===== src/rtl/compositor_pkg.sv =====
// Shared types and constants for the multi-layer sprite compositor.
package compositor_pkg;

   localparam int unsigned RGB_W   = 24;
   localparam int unsigned COORD_W = 16;
   localparam int unsigned IDX_W   = 3;

   localparam logic [RGB_W-1:0] KEY_RGB_DFLT = 24'hFF00FF;

   typedef logic [IDX_W-1:0] layer_idx_t;

   typedef struct packed {
      logic [7:0] r;
      logic [7:0] g;
      logic [7:0] b;
   } rgb_t;

   // Ceiling log2, usable in constant expressions.
   function automatic int unsigned clog2(input int unsigned n);
      int unsigned r;
      r = 0;
      while ((32'd1 << r) < n) r++;
      return r;
   endfunction

endpackage


===== src/rtl/compositor_layer.sv =====
// One sprite layer: clamped position registers plus the stage-1 hit test
// and ROM address (u, v) registers.
module compositor_layer
   import compositor_pkg::*;
#(
   parameter int unsigned LAYER_IDX = 0,
   parameter int unsigned SPR_W     = 16,
   parameter int unsigned SPR_H     = 16,
   parameter int unsigned H_RES     = 800,
   parameter int unsigned V_RES     = 600,
   parameter int unsigned STEP      = 2
)(
   input  logic                      clk,
   input  logic                      rst,
   input  logic                      en,
   input  logic [COORD_W-1:0]        i_x,
   input  logic [COORD_W-1:0]        i_y,
   input  logic                      mv_stb,
   input  logic                      mv_up,
   input  logic                      mv_down,
   input  logic                      mv_left,
   input  logic                      mv_right,
   input  logic                      fast,
   output logic [COORD_W-1:0]        pos_x,
   output logic [COORD_W-1:0]        pos_y,
   output logic                      hit,
   output logic [clog2(SPR_W)-1:0]   u,
   output logic [clog2(SPR_H)-1:0]   v
);

   localparam int unsigned UW    = clog2(SPR_W);
   localparam int unsigned VW    = clog2(SPR_H);
   localparam int unsigned CW1   = COORD_W + 1;
   localparam int unsigned X_MAX = H_RES - SPR_W;
   localparam int unsigned Y_MAX = V_RES - SPR_H;
   localparam int unsigned X_RST = (LAYER_IDX * 2 * SPR_W > X_MAX) ? X_MAX : LAYER_IDX * 2 * SPR_W;

   logic [COORD_W-1:0] step;
   logic [COORD_W-1:0] nxt_x;
   logic [COORD_W-1:0] nxt_y;
   logic [COORD_W:0]   sum_x;
   logic [COORD_W:0]   sum_y;
   logic [COORD_W:0]   end_x;
   logic [COORD_W:0]   end_y;
   logic               in_x;
   logic               in_y;
   logic               hit_c;

   // Next position (opposing requests cancel) and window test against the current position.
   always_comb begin
      step  = fast ? COORD_W'(4 * STEP) : COORD_W'(STEP);
      sum_x = {1'b0, pos_x} + CW1'(step);
      sum_y = {1'b0, pos_y} + CW1'(step);
      nxt_x = pos_x;
      nxt_y = pos_y;
      if (mv_left && !mv_right)
         nxt_x = (pos_x >= step) ? pos_x - step : '0;
      else if (mv_right && !mv_left)
         nxt_x = (sum_x > CW1'(X_MAX)) ? COORD_W'(X_MAX) : sum_x[COORD_W-1:0];
      if (mv_up && !mv_down)
         nxt_y = (pos_y >= step) ? pos_y - step : '0;
      else if (mv_down && !mv_up)
         nxt_y = (sum_y > CW1'(Y_MAX)) ? COORD_W'(Y_MAX) : sum_y[COORD_W-1:0];

      // Positions are never negative, so a negative coordinate can be rejected by its sign bit.
      end_x = {1'b0, pos_x} + CW1'(SPR_W);
      end_y = {1'b0, pos_y} + CW1'(SPR_H);
      in_x  = !i_x[COORD_W-1] && ({1'b0, i_x} >= {1'b0, pos_x}) && ({1'b0, i_x} < end_x);
      in_y  = !i_y[COORD_W-1] && ({1'b0, i_y} >= {1'b0, pos_y}) && ({1'b0, i_y} < end_y);
      hit_c = en && in_x && in_y;
   end

   always_ff @(posedge clk) begin
      if (rst) begin
         pos_x <= COORD_W'(X_RST);
         pos_y <= '0;
         hit   <= 1'b0;
         u     <= '0;
         v     <= '0;
      end else begin
         if (mv_stb) begin
            pos_x <= nxt_x;
            pos_y <= nxt_y;
         end
         hit <= hit_c;
         u   <= hit_c ? UW'(i_x - pos_x) : '0;
         v   <= hit_c ? VW'(i_y - pos_y) : '0;
      end
   end

endmodule


===== src/rtl/layer_compositor.sv =====
// Overlays NUM_LAYERS movable, colour-keyed sprites on the background pixel
// stream with a fixed 3-cycle latency; lowest layer index has priority.
module layer_compositor
   import compositor_pkg::*;
#(
   parameter int unsigned      NUM_LAYERS = 2,
   parameter int unsigned      SPR_W      = 16,
   parameter int unsigned      SPR_H      = 16,
   parameter int unsigned      H_RES      = 800,
   parameter int unsigned      V_RES      = 600,
   parameter int unsigned      STEP       = 2,
   parameter logic [RGB_W-1:0] KEY_RGB    = KEY_RGB_DFLT,
   parameter logic             VS_POL     = 1'b1
)(
   input  logic                                 clk,
   input  logic                                 rst,
   input  logic [COORD_W-1:0]                   i_x,
   input  logic [COORD_W-1:0]                   i_y,
   input  logic                                 i_de,
   input  logic                                 i_hs,
   input  logic                                 i_vs,
   input  logic [RGB_W-1:0]                     i_bg_rgb,
   input  logic [NUM_LAYERS-1:0]                layer_en,
   input  logic [IDX_W-1:0]                     sel,
   input  logic                                 mv_up,
   input  logic                                 mv_down,
   input  logic                                 mv_left,
   input  logic                                 mv_right,
   input  logic                                 fast,
   output logic [NUM_LAYERS*clog2(SPR_W)-1:0]   o_spr_u,
   output logic [NUM_LAYERS*clog2(SPR_H)-1:0]   o_spr_v,
   input  logic [NUM_LAYERS*RGB_W-1:0]          i_spr_rgb,
   output logic [RGB_W-1:0]                     o_rgb,
   output logic                                 o_de,
   output logic                                 o_hs,
   output logic                                 o_vs,
   output logic                                 o_hit,
   output logic [IDX_W-1:0]                     o_hit_layer,
   output logic [COORD_W-1:0]                   o_sel_x,
   output logic [COORD_W-1:0]                   o_sel_y
);

   localparam int unsigned UW = clog2(SPR_W);
   localparam int unsigned VW = clog2(SPR_H);

   logic                  vs_q;
   logic                  mv_edge;
   logic [COORD_W-1:0]    pos_x [NUM_LAYERS];
   logic [COORD_W-1:0]    pos_y [NUM_LAYERS];
   logic [NUM_LAYERS-1:0] hit1;
   logic [NUM_LAYERS-1:0] hit2;
   logic [1:0]            de_d;
   logic [1:0]            hs_d;
   logic [1:0]            vs_d;
   rgb_t                  bg1;
   rgb_t                  bg2;
   logic                  win;
   layer_idx_t            win_idx;
   rgb_t                  win_rgb;
   logic [COORD_W-1:0]    sel_x;
   logic [COORD_W-1:0]    sel_y;

   // Movement is applied only on the cycle vsync becomes active.
   assign mv_edge = (i_vs == VS_POL) && (vs_q != VS_POL);

   for (genvar k = 0; k < NUM_LAYERS; k++) begin : g_layer
      compositor_layer #(
         .LAYER_IDX (k),
         .SPR_W     (SPR_W),
         .SPR_H     (SPR_H),
         .H_RES     (H_RES),
         .V_RES     (V_RES),
         .STEP      (STEP)
      ) u_layer (
         .clk      (clk),
         .rst      (rst),
         .en       (layer_en[k]),
         .i_x      (i_x),
         .i_y      (i_y),
         .mv_stb   (mv_edge && (sel == IDX_W'(k))),
         .mv_up    (mv_up),
         .mv_down  (mv_down),
         .mv_left  (mv_left),
         .mv_right (mv_right),
         .fast     (fast),
         .pos_x    (pos_x[k]),
         .pos_y    (pos_y[k]),
         .hit      (hit1[k]),
         .u        (o_spr_u[k*UW +: UW]),
         .v        (o_spr_v[k*VW +: VW])
      );
   end

   // Lowest-index visible layer wins; scanning downwards lets it overwrite higher ones.
   always_comb begin
      win     = 1'b0;
      win_idx = '0;
      win_rgb = bg2;
      for (int k = int'(NUM_LAYERS) - 1; k >= 0; k--) begin
         if (hit2[k] && (i_spr_rgb[k*RGB_W +: RGB_W] != KEY_RGB)) begin
            win     = 1'b1;
            win_idx = IDX_W'(k);
            win_rgb = i_spr_rgb[k*RGB_W +: RGB_W];
         end
      end
   end

   always_comb begin
      sel_x = '0;
      sel_y = '0;
      for (int k = 0; k < int'(NUM_LAYERS); k++) begin
         if (sel == IDX_W'(k)) begin
            sel_x = pos_x[k];
            sel_y = pos_y[k];
         end
      end
   end

   always_ff @(posedge clk) begin
      if (rst) begin
         vs_q        <= ~VS_POL;
         de_d        <= '0;
         hs_d        <= '0;
         vs_d        <= '0;
         bg1         <= '0;
         bg2         <= '0;
         hit2        <= '0;
         o_rgb       <= '0;
         o_de        <= 1'b0;
         o_hs        <= 1'b0;
         o_vs        <= 1'b0;
         o_hit       <= 1'b0;
         o_hit_layer <= '0;
         o_sel_x     <= '0;
         o_sel_y     <= '0;
      end else begin
         vs_q    <= i_vs;
         de_d    <= {de_d[0], i_de};
         hs_d    <= {hs_d[0], i_hs};
         vs_d    <= {vs_d[0], i_vs};
         bg1     <= i_bg_rgb;
         bg2     <= bg1;
         hit2    <= hit1;
         o_de    <= de_d[1];
         o_hs    <= hs_d[1];
         o_vs    <= vs_d[1];
         o_sel_x <= sel_x;
         o_sel_y <= sel_y;
         if (de_d[1]) begin
            o_rgb       <= win_rgb;
            o_hit       <= win;
            o_hit_layer <= win_idx;
         end else begin
            o_rgb       <= '0;
            o_hit       <= 1'b0;
            o_hit_layer <= '0;
         end
      end
   end

endmodule


===== config.mk =====
export PLATFORM = sky130hd
export DESIGN_NAME = layer_compositor
export DESIGN_NICKNAME = d
export VERILOG_FILES = /design/src/rtl/compositor_pkg.sv /design/src/rtl/compositor_layer.sv /design/src/rtl/layer_compositor.sv
export SDC_FILE = /design/constraint.sdc
export NUM_CORES = 1
export LEC_CHECK = 0
export BUFFER_PORTS_ARGS = -buffer_cell sky130_fd_sc_hd__buf_2
export CAP_MARGIN = 10
export CORE_MARGIN = 8
export CORE_UTILIZATION = 40
export CTS_CLUSTER_DIAMETER = 150
export CTS_CLUSTER_SIZE = 14
export DETAILED_ROUTE_END_ITERATION = 6
export PLACE_DENSITY = 0.6
export SLEW_MARGIN = 20
export SYNTH_ARGS = -nofsm -noshare
export SYNTH_HDL_FRONTEND = slang
export SYNTH_SLANG_ARGS = --single-unit

===== constraint.sdc =====
create_clock -name clk -period 7.3 [get_ports clk]
set_clock_uncertainty 0.05 [all_clocks]
set_input_delay 0.365 -clock clk [delete_from_list [all_inputs] [get_ports clk]]
set_output_delay 0.365 -clock clk [all_outputs]
set_load 0.01 [all_outputs]

======== After elaboration in Yosys (flattened, before gate mapping) ========
Cells that the tools add are included.
Widths: inputs -> output; s select.
cells by class
  add/sub/neg operators ................... 16
  $lt $le $gt $ge ......................... 16
  equality and inequality tests ........... 3
  multiplexer cells ....................... 26
  bitwise operators ....................... 4
  reductions and logical operators ........ 38
operator list
  kind                   count
  $mux 16                20
  $add 16x4->17          4
  $add 16x5->17 const B  4
  $gt 17x10->1 const B   4
  $lt 16x17->1           4
  $ge 16x16->1           4
  $ge 16x4->1            4
  $sub 16x4->16          4
  $mux 24                2
  $ne 24x24->1 const B   2
  $logic_and 1x1->1      21
  $sub 4x4->4            4
  $reduce_and 2->1       4
  $logic_not 1->1        6
  $reduce_or 2->1        3
  $mux 4                 1
  $not 1->1              4
  $reduce_bool 2->1      2
  $eq 3x1->1 const B     1
  $logic_not 3->1        1
  $mux 1                 3
  $reduce_or 3->1        1
storage, ports and cells
  bits in registers ....................... 202
  bits of input ports ..................... 119
  output and inout port bits .............. 79
  logic and storage cells ................. 132

======== Depth between registers and ports, before layout ========
  depth after elaboration ................. 7
  gate-level depth with buffers ........... 12
  gate-level depth less buffers ........... 12

======== Hierarchy ========
A second synthesis with hierarchy kept.
unflattened totals
  cells, all modules ...................... 1634
  area, all modules ....................... 13422.9 sq um
modules (own cells, without submodules)
  module                                 instances  cells an instance  area each (sq um)  sequential area each (sq um)
  compositor_layer (g_layer[1].u_layer)  1          636                4793.3             780.7
  compositor_layer (g_layer[0].u_layer)  1          612                4765.8             780.7
  layer_compositor                       1          386                3863.7             2342.2

======== Worst setup path after synthesis ========
Ideal clock, no wire load.
  kind .................................... register to register
  start ................................... register g_layer[1].u_layer.pos_y[4]
  end ..................................... register g_layer[1].u_layer.u[2]
  setup time .............................. 0.062 ns
  data arrival time ....................... 3.052 ns
  data required time ...................... 7.188 ns
  slack ................................... 4.136 ns
  cell stages (with the launch flop) ...... 13
  path buffers ............................ 0
  clock period less this slack ............ 3.164 ns
  path through ............................ dfxtp_1 -> ha_1 -> nand3_1 -> nor2_1 -> xnor2_1 -> ha_1 -> a21o_1 -> a21o_1 -> a211oi_1 -> o41ai_1 -> a221o_1 -> a211oi_1 -> and4_1
between the ends
  cells in the longest elaborated chain, start to end .. 6
  elaborated cells between the ends (all ways) .. 8
  classes of those cells .................. 1 x add/sub; 2 x order compare; 1 x bitwise; 4 x reduce/logical
ends and longest elaborated chain
  what                                               line                                            source
  from (decl)                                        compositor_layer.sv:25                          output logic [COORD_W-1:0] pos_y,
  from (signal assigned)                             compositor_layer.sv:83                          pos_y <= nxt_y;
  $add 16x5->17 or $ge 16x16->1 (tied branches)      compositor_layer.sv:67, compositor_layer.sv:69
  $lt 16x17->1 or $logic_and 1x1->1 (tied branches)  compositor_layer.sv:69                          in_y = !i_y[COORD_W-1] && ({1'b0, i_y} >= {1'b0, pos_y}) && ({1'b0, i_y} < end_y);
  $logic_and 1x1->1 *                                compositor_layer.sv:69
  $logic_and 1x1->1 *                                compositor_layer.sv:70                          hit_c = en && in_x && in_y;
  $not 1->1 (no source line) *                       --
  $reduce_or 2->1 (no source line) *                 --
  to (signal assigned)                               compositor_layer.sv:86                          u <= hit_c ? UW'(i_x - pos_x) : '0;
  to (decl)                                          compositor_layer.sv:27                          output logic [clog2(SPR_W)-1:0] u,
Mark *: on every way between the ends. The rest lies on a longest branch, timed or not.
A chain may end at the register's enable or synchronous reset.

======== Final worst setup path ========
  start ................................... register g_layer[1].u_layer.pos_y[4]
  end ..................................... register g_layer[1].u_layer.v[2]
between the ends
  cells in the longest elaborated chain, start to end .. 6
  elaborated cells between the ends (all ways) .. 8
  classes of those cells .................. 1 x add/sub; 2 x order compare; 1 x bitwise; 4 x reduce/logical
ends and longest elaborated chain
  what                                               line                                            source
  $add 16x5->17 or $ge 16x16->1 (tied branches)      compositor_layer.sv:67, compositor_layer.sv:69
  $lt 16x17->1 or $logic_and 1x1->1 (tied branches)  compositor_layer.sv:69
  $logic_and 1x1->1 *                                compositor_layer.sv:69
  $logic_and 1x1->1 *                                compositor_layer.sv:70
  $not 1->1 (no source line) *                       --
  $reduce_or 2->1 (no source line) *                 --
  to (signal assigned)                               compositor_layer.sv:87                          v <= hit_c ? VW'(i_y - pos_y) : '0;
  to (decl)                                          compositor_layer.sv:28                          output logic [clog2(SPR_H)-1:0] v
Marks and branches as above.

==> results.tsv <==
stage	metric	value	unit
status	status	finished clean	
cells_and_area	diodes inserted	0	
cells_and_area	final-stage net count	1987	
setup_path	critical path data required time	7650	ps
setup_path	reg2reg setup slack	2930	ps
synthesis	largest cells by area after synthesis	dfxtp_1 29%, ha_1 14%, xnor2_1 5.7%, nor2_1 4.8%, a21oi_1 3.5%	
routing	vias after detailed routing	12380	
synthesis	Post-synth EDFFs	0	
clock_network	CTS Buf Count	17	
routing	DR iter-0 viols	911	
global_routing	vias in the first global route	11700	
sta	Slew HR	23.66	%
setup_path	CP Class	flip-flop to flip-flop	
sta	Sum Neg Setup Slack	0	ps
synthesis	post-synth top area share	29.44	%
clock_network	Hold Buf Count CTS	0	
min_path	worst hold path type	input pin to flip-flop	
sta	Final Hold Violating Endpoints	0	
floorplanning	core box area	32540	um2
synthesis	most frequent cell after synthesis	dfxtp_1	
routing	Post-DRT Antenna Nets	0	
routing	metal3 WL	2.633	mm
synthesis	Post-Syn Area	13190	um2
setup_path	crit path from	g_layer[1].u_layer.pos_y[4]	
synthesis	synth cell count leaders	194 x dfxtp_1, 168 x nor2_1, 144 x ha_1	
setup_path	crit-path max FO	13	
floorplanning	die area	39050	um2
synthesis	Syn Area/Cell	8.291	um2
clock_network	CTS tree	built	
floorplanning	die outline height	197.6	um
global_routing	Overall Global Routing Usage	21.42	%
sta	endpoints failing setup	0	
cells_and_area	Area Overhead vs Synth	14.18	%
synthesis	Cells after Synth	1591	
synthesis	Unique masters post-synth	82	
floorplanning	io pins	198	
routing	Top Metal Used	met4	
sta	Fmax	229.1	MHz
sta	fin crit share	59.80	%
floorplanning	Initial Utilization	40.54	%
clock_network	CTS root buf	clkbuf_16	
routing	Met1 Routed Length	20.47	mm
synthesis	ys async rst share	0	%
synthesis	Top FF cell, synth	dfxtp_1	
sta	unrepaired setup endpoints after global routing	false	
clock_network	clk_lat worst skew	460	ps
synthesis	flops & latches, synth	194	
synthesis	top cell type by total area after synthesis	dfxtp_1	
placed_design	RePlAce Congestion	0.9440	
routing	met2 WL	18.77	mm
global_routing	pin count of the biggest net entering global routing	93	
min_path	Worst Min Path Start	i_bg_rgb[3]	
placed_design	HPWL Detailed	33.17	mm
routing	Vias/cell	5.692	
pwr	Peak VDD IR	0.1648	mV
sta	Tmin final	4366	ps
setup_path	WP data arrival	4720	ps
setup_path	CP Launch Type	flip-flop	
global_routing	grt total ovfl	0	
setup_path	FF-to-FF End	g_layer[1].u_layer.v[2]	
setup_path	Critical Path End	g_layer[1].u_layer.v[2]	
routing	drc violations	0	
setup_path	reg2reg path depth	12	
placed_design	IO buf count	195	
global_routing	initial antenna violation count	0	
run	Max-Cap Viols	0	
routing	drt first pass iters	5	
pwr	Final Power	0.002420	W
setup_path	r2r startpoint	g_layer[1].u_layer.pos_y[4]	
global_routing	global-route wire length before repair	66.34	mm
clock_network	Clock transition at path regs	80	ps
floorplanning	Row Count	66	
clock_network	CTS max path bufs	2	
cells_and_area	share of layout cells above drive strength 1	14.26	%
sta	Slew Viols, Final	0	
clock_network	post-CTS setup buffer count	0	
cells_and_area	fill count	3315	
routing	Post-Route WL	42.95	mm
clock_network	clock sink count	194	
sta	WHS	56.26	ps
pwr	Pwr Density	160.7	nW/um2
pwr	Leak	6.062	nW
setup_path	CP endpoint kind	flip-flop	
synthesis	Seq/Total Area, Yosys	29.44	%
routing	WL/cell	19.76	um
sta	worst slew pin tran	1138	ps
clock_network	CTS H-Tree Depth	4	
clock_network	post-cts sizing count	0	
synthesis	Synth warnings	0	
floorplanning	Die W	197.6	um
-- worst min-delay path by stage --
stage / endpoint / slack (ps) / depth (start not counted)
after floorplan: bg2[0] / 360 / 1
after global placement: o_hs / 370 / 1
after detailed placement: bg2[2] / 370 / 1
after CTS: hs_d[0] / 40 / 2
after global routing: bg1[0] / 60 / 2
final: bg1[3] / 60 / 2
-- power by group --
part	switching, W	total (W)	internal (W)
registers	0.0000149	0.00109	0.00108
clock network	0.000479	0.00100	0.000525
logic	0.000194	0.000324	0.000130
-- registers in the layout (all words and copies together), names as in the netlist --
register	cells
vs_d	2
bg2	24
g_layer.u_layer.pos_x	30
g_layer.u_layer.u	8
hs_d	2
o_hs	1
o_hit	1
hit2	2
g_layer.u_layer.hit	2
bg1	24
g_layer.u_layer.v	8
de_d	2
o_hit_layer	1
o_sel_x	16
g_layer.u_layer.pos_y	30
o_rgb	24
o_vs	1
o_sel_y	15
o_de	1
-- cell type report --
class / instances / area (um2) / share of cell area (%)
Clock buffer: 18 / 429.2 / 2.849
Clock inverter: 13 / 188.9 / 1.254
Inverter: 95 / 356.6 / 2.368
Multi-Input combinational cell: 1212 / 8615 / 57.19
Sequential cell: 194 / 3884 / 25.79
Tap cell: 442 / 553.0 / 3.672
Timing Repair Buffer: 200 / 1036 / 6.878
-- placed cells by master (no fill, tap or decap), types with 21 or more instances in the layout --
master   count
mux2i_1     28
nor3_1      49
a21oi_1     93
inv_1       91
nor2b_1     67
nand3_1     35
nand4_1     31
ha_1       144
a22oi_1     31
a21o_1      31
and4_1      21
nand2_1     61
nor4_1      22
buf_2      194
nor2_1     168
xnor2_1     86
o21ai_0     50
dfxtp_1    194
-- worst max-delay path: stages, from the launching register on --
cell and delay [ps]:
dfxtp_1 580, ha_1 330, nand3_1 270, nor2_1 330, xnor2_1 160, ha_1 260, a21o_1 160, a21o_1 170
a211oi_1 230, o41ai_1 110, a221o_1 340, a211oi_1 940, and4_1 350
-- metal layers --
| metal | track usage [%] | vias up |
|---|---|---|
| met4 | 7.660 | 0 |
| met5 | 0 | - |
| met1 | 29.37 | 5846 |
| li1 | - | 5992 |
| met3 | 3.390 | 62 |
| met2 | 33.61 | 475 |
-- per-stage QoR --
step	std cells	util (%)	instance area (um2)	setup slack (ps)
2_1_floorplan	1596	-	13210	4136
3_3_place_gp	2142	44.31	14420	3229
3_5_place_dp	2142	44.31	14420	3043
4_1_cts	2173	46.21	15030	3008
5_1_grt	2174	46.29	15060	2718
6_report	2174	46.29	15060	2934
-- kinds of logic after synthesis --
logic type	after synthesis	share of synthesized area [%]
other	2	0.05693
AND/OR/NAND/NOR	555	22.37
multiplexers	30	2.295
XOR/XNOR	95	6.308
flip-flops	194	29.44
adder cells (fa/ha/maj)	148	14.27
buffers and inverters	190	5.701
AO/OA/AOI/OAI	377	19.57
No activity file was read; power rests on OpenSTA's default activity.
